$ cat src/rtl/bus_fifo.sv
// First-word-fall-through FIFO behind the bus delay line. The delay line cannot be stalled, so words that arrive while the FIFO is full are dropped and latched into a sticky overflow flag.
// Optional BUS_FIFO_LEVEL_EN adds the occupancy outputs level and afull.
module bus_fifo #(
    parameter int WIDTH = 10,
    parameter int DEPTH = 4
) (
    input  logic                       clk,
    input  logic                       arst_n,
    input  logic                       in_valid,
    input  logic [WIDTH-1:0]           in_data,
    output logic                       in_ready,
    output logic                       out_valid,
    output logic [WIDTH-1:0]           out_data,
    input  logic                       out_ready,
    output logic                       full,
    output logic                       empty,
    output logic                       overflow,
    input  logic                       ovf_clr
`ifdef BUS_FIFO_LEVEL_EN
    ,
    output logic [$clog2(DEPTH):0]     level,
    output logic                       afull
`endif
);

    localparam int AW = $clog2(DEPTH);
    localparam logic [AW:0] PTR_ONE = (AW+1)'(1);

    logic [WIDTH-1:0] mem [DEPTH];
    logic [AW:0]      wr_ptr;
    logic [AW:0]      rd_ptr;
    logic             push;
    logic             pop;

    // The status flags depend only on the registered pointers, so in_valid and out_ready have no combinational path to any output.
    assign empty     = (wr_ptr == rd_ptr);
    assign full      = (wr_ptr[AW-1:0] == rd_ptr[AW-1:0]) && (wr_ptr[AW] != rd_ptr[AW]);
    assign in_ready  = !full;
    assign out_valid = !empty;
    assign out_data  = empty ? '0 : mem[rd_ptr[AW-1:0]];

    assign push = in_valid && !full;
    assign pop  = out_valid && out_ready;

    // NOTE: the storage array has no reset. The empty mask on out_data hides stale contents, and leaving out the reset keeps the array as plain RAM.
    always_ff @(posedge clk) begin
        if (push) begin
            mem[wr_ptr[AW-1:0]] <= in_data;
        end
    end

    // NOTE: every state register uses non-blocking assignment, so all of them update together from values taken before the edge.
    always_ff @(posedge clk or negedge arst_n) begin
        if (!arst_n) begin
            wr_ptr   <= '0;
            rd_ptr   <= '0;
            overflow <= 1'b0;
        end else begin
            if (push) begin
                wr_ptr <= wr_ptr + PTR_ONE;
            end
            if (pop) begin
                rd_ptr <= rd_ptr + PTR_ONE;
            end
            // A drop and a clear in the same cycle leave the flag set.
            if (in_valid && full) begin
                overflow <= 1'b1;
            end else if (ovf_clr) begin
                overflow <= 1'b0;
            end
        end
    end

`ifdef BUS_FIFO_LEVEL_EN
    localparam logic [AW:0] AFULL_LEVEL = (AW+1)'(DEPTH - 1);

    assign level = wr_ptr - rd_ptr;
    assign afull = (level >= AFULL_LEVEL);
`endif

endmodule

$ cat config.mk
export PLATFORM = sky130hd
export DESIGN_NAME = bus_fifo
export DESIGN_NICKNAME = d
export VERILOG_FILES = /design/src/rtl/bus_fifo.sv
export SDC_FILE = /design/constraint.sdc
export NUM_CORES = 1
export LEC_CHECK = 0
export CORE_UTILIZATION = 40
export CTS_BUF_LIST = sky130_fd_sc_hd__clkbuf_4 sky130_fd_sc_hd__clkbuf_8
export DETAILED_ROUTE_END_ITERATION = 7
export DONT_BUFFER_PORTS = 1
export HOLD_SLACK_MARGIN = 0.08
export PLACE_DENSITY = 0.58
export SETUP_SLACK_MARGIN = 0.5
export SLEW_MARGIN = 10
export SYNTH_ARGS = -nofsm -noshare
export SYNTH_HDL_FRONTEND = slang
export SYNTH_SLANG_ARGS = --single-unit
export TNS_END_PERCENT = 10
$ cat constraint.sdc
create_clock -name clk -period 4.15 [get_ports clk]
set_input_delay 0.2075 -clock clk [delete_from_list [all_inputs] [get_ports clk]]
set_output_delay 0.2075 -clock clk [all_outputs]
set_load 0.02 [all_outputs]
==> impl_metrics.tcl, run 1 <==
set metrics [dict create \
    final-hold-violation-count 0 \
    gr-total-overflow 0 \
    vias 1001 \
    post-route-period-util 0.587 \
    ir_worst_vdd_mv 0.336 \
    syn_area_per_cell_sq_um 17.7 \
    cts_root_buffer "clkbuf_8" \
    synth_nets 133 \
    place_hpwl_um 2210 \
    grt_pass1_vias 1060 \
    grt_pass1_wl_um 5290 \
    synthTopCellsByArea "edfxtp_1 60%, mux4_2 11%, dfrtp_1 8.8%, ha_1 3.1%, nor2b_1 3.1%" \
    grt_max_degree 16 \
    n_antenna_cell 0 \
    cts_max_path_buffers 2 \
    rsz0062_at_grt "no" \
    cts_resized 0 \
    fin_ws_ns 1.71 \
    synthSimpleGateAreaFrac 0.0525 \
    dp_slack_ns 1.70 \
    grt_usage 0.142 \
    cap_violations 0 \
    dieWidth_um 72.7 \
    power.share.combinational 0.416 \
    synth_fa_ha_area_frac 0.0313 \
    die_h_um 72.7 \
    path_cells "xor2_1 -> or3_1 -> and3_1" \
    path_class "flip-flop to flip-flop" \
    seq_power_share 0.399 \
    via_per_inst 5.03 \
    slew_headroom 0.559 \
    syn_area_sq_um 2000 \
    ys_types 22 \
    place_congestion 0.736 \
    initial_core_util 0.421 \
    nets 151 \
    ff2ff_setup_slack_ns 1.71 \
    status "completed" \
    cts_tree "yes" \
    core_sq_um 4750 \
    antenna_found_initial 0 \
    post-route-min-period_ns 2.44 \
    yosysSeqAreaShare 0.687 \
    cp.arrival_ns 2.37 \
    synth_area_leader_cell "edfxtp_1" \
    hp-class "primary input to flip-flop" \
    power_density_nw_per_um2 767 \
    dr.first_iter.drc_count 54 \
    p_clk_frac 0.185 \
    swShare 0.391 \
    end_kind "flip-flop" \
    p_int_uw 1090 \
    synth-compound-area-share 0.0450 \
    synth-seq-cells 47 \
    h-tree-depth 2 \
    cts_buffers 5 \
    ioPinCount 30 \
    synth.area.mux_share 0.113 \
    p_leak_uw 0.000815 \
    net-switching-power_uw 698 \
    clock_sinks 47 \
    max_stage_delay_ns 0.74 \
    synth_top_area_share 0.600 \
    holdWs_ns 0.0877 \
    first_pass_iters 4 \
    wl_per_cell_um 16.5 \
    setup_viol 0 \
    start_kind "flip-flop" \
    synth_top_family_by_area "multiplexers" \
    syn_to_final_growth_pct 16.3 \
    portBuffers 0 \
    postSynthCellCount 113 \
    drc 0 \
    clk_latency_ns 0.30 \
    path_clk_slew_ns 0.09 \
    finalMaxSlewViolations 0 \
    die-area_sq_um 5290 \
    routed_wl_um 3280 \
    critical_path.max_fanout 15 \
    setup-tns-final_ns 0 \
    worstMarginPinSlew_ns 0.662 \
    drive_above_1_share 0.167 \
    yosysWarnings 0 \
    cp.required_ns 4.09 \
    skew_ns 0.0132 \
    ant_nets 0 \
    row_count 25 \
    clock.fmax_ghz 0.411 \
    slowest_stage "dfrtp_1" \
    synthXorXnorAreaFrac 0.0431 \
]
[through the flow]
step                cells   util  total power (uW)  area, sq um
floorplan             113      -              1330         2000
global placement      177  0.437              1460         2080
detailed placement    177  0.437              1460         2080
CTS                   199  0.490              1810         2330
global route          199  0.490              1900         2330
finish                199  0.490              1790         2330
[per-layer routing]
layer	part of all wire	vias to the layer above	routed length, um	GRT usage
met5	0	-	0	0
met2	0.51	32	1660	0.233
met4	0.011	0	36	0.0523
met1	0.42	494	1380	0.169
met3	0.061	5	201	0.0566
li1	-	470	-	-
[area by class of cell]
class / count / area [sq um]
multi-input cells: 54 / 574
clock buffers: 5 / 68.8
repair buffers: 16 / 155
well taps: 67 / 83.8
clock inverters: 3 / 43.8
inverters: 7 / 26.3
fillers: 442 / 2430
flip-flops and latches: 47 / 1380
[placed cells by master (no fill, tap or decap), types with 4 or more instances in the layout]
cell,instances
a21oi_1,4
clkbuf_8,5
dfrtp_1,7
dlygate4sd3_1,14
edfxtp_1,40
ha_1,5
inv_1,7
mux4_2,10
nor2b_1,10
o31ai_1,4
xnor2_1,5
[power groups by stage]
| stage | registers [uW] | clock network (uW) | logic (uW) |
|---|---|---|---|
| 2_1_floorplan | 694 | 0 | 641 |
| 3_3_place_gp | 721 | 0 | 734 |
| 3_5_place_dp | 726 | 0 | 735 |
| 4_1_cts | 716 | 335 | 761 |
| 5_1_grt | 725 | 356 | 819 |
| 6_report | 713 | 330 | 743 |
[critical path, delay by kind of cell (launching register included)]
family | cells | cell delay (ns)
AND/OR/NAND/NOR | 2 | 0.90
flip-flops | 1 | 0.74
XOR/XNOR | 1 | 0.43
[cells by family after synthesis]
logic type      after synthesis
flops                        47
simple gates                 17
fa+ha+maj                     5
compound gates               13
mux                          10
buf+inv                      12
xor+xnor                      9
[sequential cells by signal, summed over array words and instances, names as in the netlist]
register	count
mem	40
rd_ptr	3
wr_ptr	3
overflow	1
[synthesized netlist by cell type]
cell type,number
edfxtp_1,40
mux4_2,10
nor2b_1,10
dfrtp_1,7
inv_1,7
ha_1,5
xnor2_1,5
a21oi_1,4
o31ai_1,4
and3_1,3
buf_2,3
xor2_1,3
a211oi_1,2
nand2b_1,2
buf_6,1
clkbuf_1,1
nor3_1,1
o22ai_1,1
o311a_1,1
o311ai_0,1
or3_1,1
xor2_2,1
[timing repair]
| item | in CTS | in global routing |
|---|---|---|
| endpoints found under the hold margin | 49 | 0 |
| hold buffers | 14 | 0 |
| setup buffers | 0 | 0 |
[path summary, 6_finish.rpt]
path,start,endpoint,cells past startpoint
min,out_ready,rd_ptr[0],2
max in group asynchronous,arst_n,rd_ptr[1],1
max,rd_ptr[1],mem[0][7],3
min reg2reg,rd_ptr[2],rd_ptr[2],1
max reg2reg,rd_ptr[1],mem[0][7],3
min in group asynchronous,arst_n,rd_ptr[0],1
Note: power is estimated with default switching activity, not from simulation.
==> run 2, diff against run 1 <==
ABC_AREA = 1   (was unset)
PLACE_DENSITY = 0.6   (was 0.58)
clock period = 2.07 ns   (was 4.15 ns; I/O delays follow)
==> impl_metrics.tcl, run 2 <==
set metrics [dict create \
    post-route-period-util 0.753 \
    core_sq_um 4850 \
    synth_most_common_cell "edfxtp_1" \
    m1WireLength_um 1860 \
    place_hpwl_um 2500 \
    setup-tns-final_ns 0 \
    path_clk_slew_ns 0.09 \
    finalMaxSlewViolations 0 \
    synth_area_leader_cell "edfxtp_1" \
    final-hold-violation-count 0 \
    place_congestion 0.808 \
    fillers 399 \
    antenna_found_initial 0 \
    path_class "flip-flop to flip-flop" \
    cts_buffers 5 \
    yosys-top-cells-count "40 x edfxtp_1, 34 x nand2_1, 34 x nor2_1, 23 x inv_1, 18 x o21ai_0" \
    drc 0 \
    ys_async_sr_fraction 0.149 \
    layout_commonest_cell "edfxtp_1" \
    dr.first_iter.drc_count 84 \
    synth_top_area_share 0.578 \
    yosysWarnings 0 \
    grt_pass1_wl_um 6710 \
    ir_worst_vdd_mv 0.671 \
    grt_pass1_vias 1379 \
    critical_path.max_fanout 7 \
    cts_tree "yes" \
    worstMarginPinSlew_ns 0.344 \
    p_leak_uw 0.00107 \
    timing.rr.start "rd_ptr[0]" \
    skew_ns 0.00226 \
    end_kind "flip-flop" \
    routed_wl_um 4260 \
    fin_ws_ns 0.511 \
    n_antenna_cell 0 \
    largest_reg_flops 40 \
    drive_above_1_share 0.248 \
    die-area_sq_um 5490 \
    yosysSeqAreaShare 0.662 \
    synth-seq-cells 47 \
    cap_violations 0 \
    first_pass_iters 4 \
    dieWidth_um 74.1 \
    rsz0062_at_grt "yes" \
    grt_usage 0.171 \
    synth_edf_count 40 \
    slew_headroom 0.770 \
    crit_path_start "rd_ptr[0]" \
    layout_common_cells "40 x edfxtp_1, 30 x nor2_1, 26 x nand2_1, 17 x o21ai_0, 14 x dlygate4sd3_1" \
    cp.arrival_ns 1.57 \
    row_count 25 \
    hp-class "primary input to asynchronous set/reset pin" \
    grt_max_degree 22 \
    via_per_inst 4.81 \
    post-route-min-period_ns 1.56 \
    initial_core_util 0.429 \
    dp_slack_ns 0.449 \
    route.met2.wl_um 2230 \
    vias 1430 \
    ant_nets 0 \
    h-tree-depth 2 \
    start_kind "flip-flop" \
    clk_latency_ns 0.29 \
    syn_to_final_growth_pct 27.3 \
    ys_types 17 \
    synthTopCellsByArea "edfxtp_1 58%, dfrtp_1 8.4%, nand2_1 6.1%, nor2_1 6.1%, o21ai_0 4.3%" \
    syn_area_sq_um 2080 \
    cp.required_ns 2.08 \
    wl_per_cell_um 14.4 \
    clock.fmax_ghz 0.641 \
    syn_area_per_cell_sq_um 10.7 \
    die_h_um 74.1 \
    final_core_util 0.546 \
    top_layer_used "met4" \
    status "completed" \
    nets 249 \
    ioPinCount 30 \
    postSynthCellCount 194 \
    power_density_nw_per_um2 1550 \
    wl_met3_um 141 \
    cts_root_buffer "clkbuf_8" \
    clock_sinks 47 \
    cts_max_path_buffers 2 \
    portBuffers 0 \
    ys.flop_type "edfxtp_1" \
    synth_nets 214 \
    gr-total-overflow 0 \
    setup_viol 0 \
]
==> run 2: cell count changes after synthesis, sizes merged, moves of 3 or more <==
cell,delta
a21oi,-4
nor2,+34
inv,+17
nand2,+36
mux4,-10
o31ai,-4
buf,+3
and3,-3
nor2b,-10
o21ai,+30
nand3,+8
xnor2,-5
==> run 2: metrics by stage <==
step                hold WS (ns)  instances  cell area [sq um]  power [uW]
floorplan                 -0.192        194               2080        2640
global placement          -0.192        264               2190        2960
detailed placement        -0.192        264               2190        2970
CTS                        0.146        294               2560        3940
global route               0.157        297               2650        4420
finish                     0.143        297               2650        4100
==> run 2: worst paths after layout <==
| path | endpoint | slack (ns) | cells after the start |
|---|---|---|---|
| setup / recovery | mem[1][6] | 0.51 | 6 |
| hold / removal | overflow | 0.14 | 1 |
| setup reg to reg | mem[1][6] | 0.51 | 6 |
| hold reg to reg | overflow | 0.65 | 2 |
| max in group asynchronous | rd_ptr[0] | 1.66 | 1 |
| min in group clk | overflow | 0.45 | 2 |
==> run 2: cell type report <==
cell class	count	area (sq um)	share of cell area
inverters	24	90.1	0.0340
clock inverters	3	46.3	0.0175
multi-input cells	118	671	0.253
repair buffers	33	309	0.117
flip-flops and latches	47	1380	0.521
well taps	67	83.8	0.0317
clock buffers	5	68.8	0.0260
==> run 2: logic make-up after synthesis <==
family                     count (synthesis)  synth area share
AOI/OAI and AO/OA                         31            0.0752
xor gates and xnor gates                   2           0.00843
adders and majority gates                  5            0.0301
buffers and inverters                     31            0.0644
DFF                                       47             0.662
and+or+nand+nor                           78             0.160
==> run 2: per-layer routing <==
metal / global-route usage / vias to the layer above
li1: - / 713
met1: 0.209 / 686
met2: 0.299 / 29
met3: 0.0352 / 2
met4: 0.0641 / 0
met5: 0 / -
==> run 2: power breakdown <==
group / switching [uW] / internal, uW / total (uW)
combinational: 1380 / 672 / 2050
sequential: 113 / 1270 / 1380
clock: 305 / 364 / 669
==> run 2: critical path: stages, from the launching register on <==
cell,delay [ns]
dfrtp_2,0.46
nand2_1,0.12
nand2_4,0.10
nand3_4,0.19
nand2_8,0.11
nor2_4,0.12
buf_4,0.17
==> run 2: repair_timing <==
action,4_1_cts,5_1_grt
gates cloned,3,2
setup endpoints to repair,51,52
hold endpoints to repair,54,0
pin swaps,5,6
hold buffers,14,0
resized for setup,20,24
setup buffers,5,1
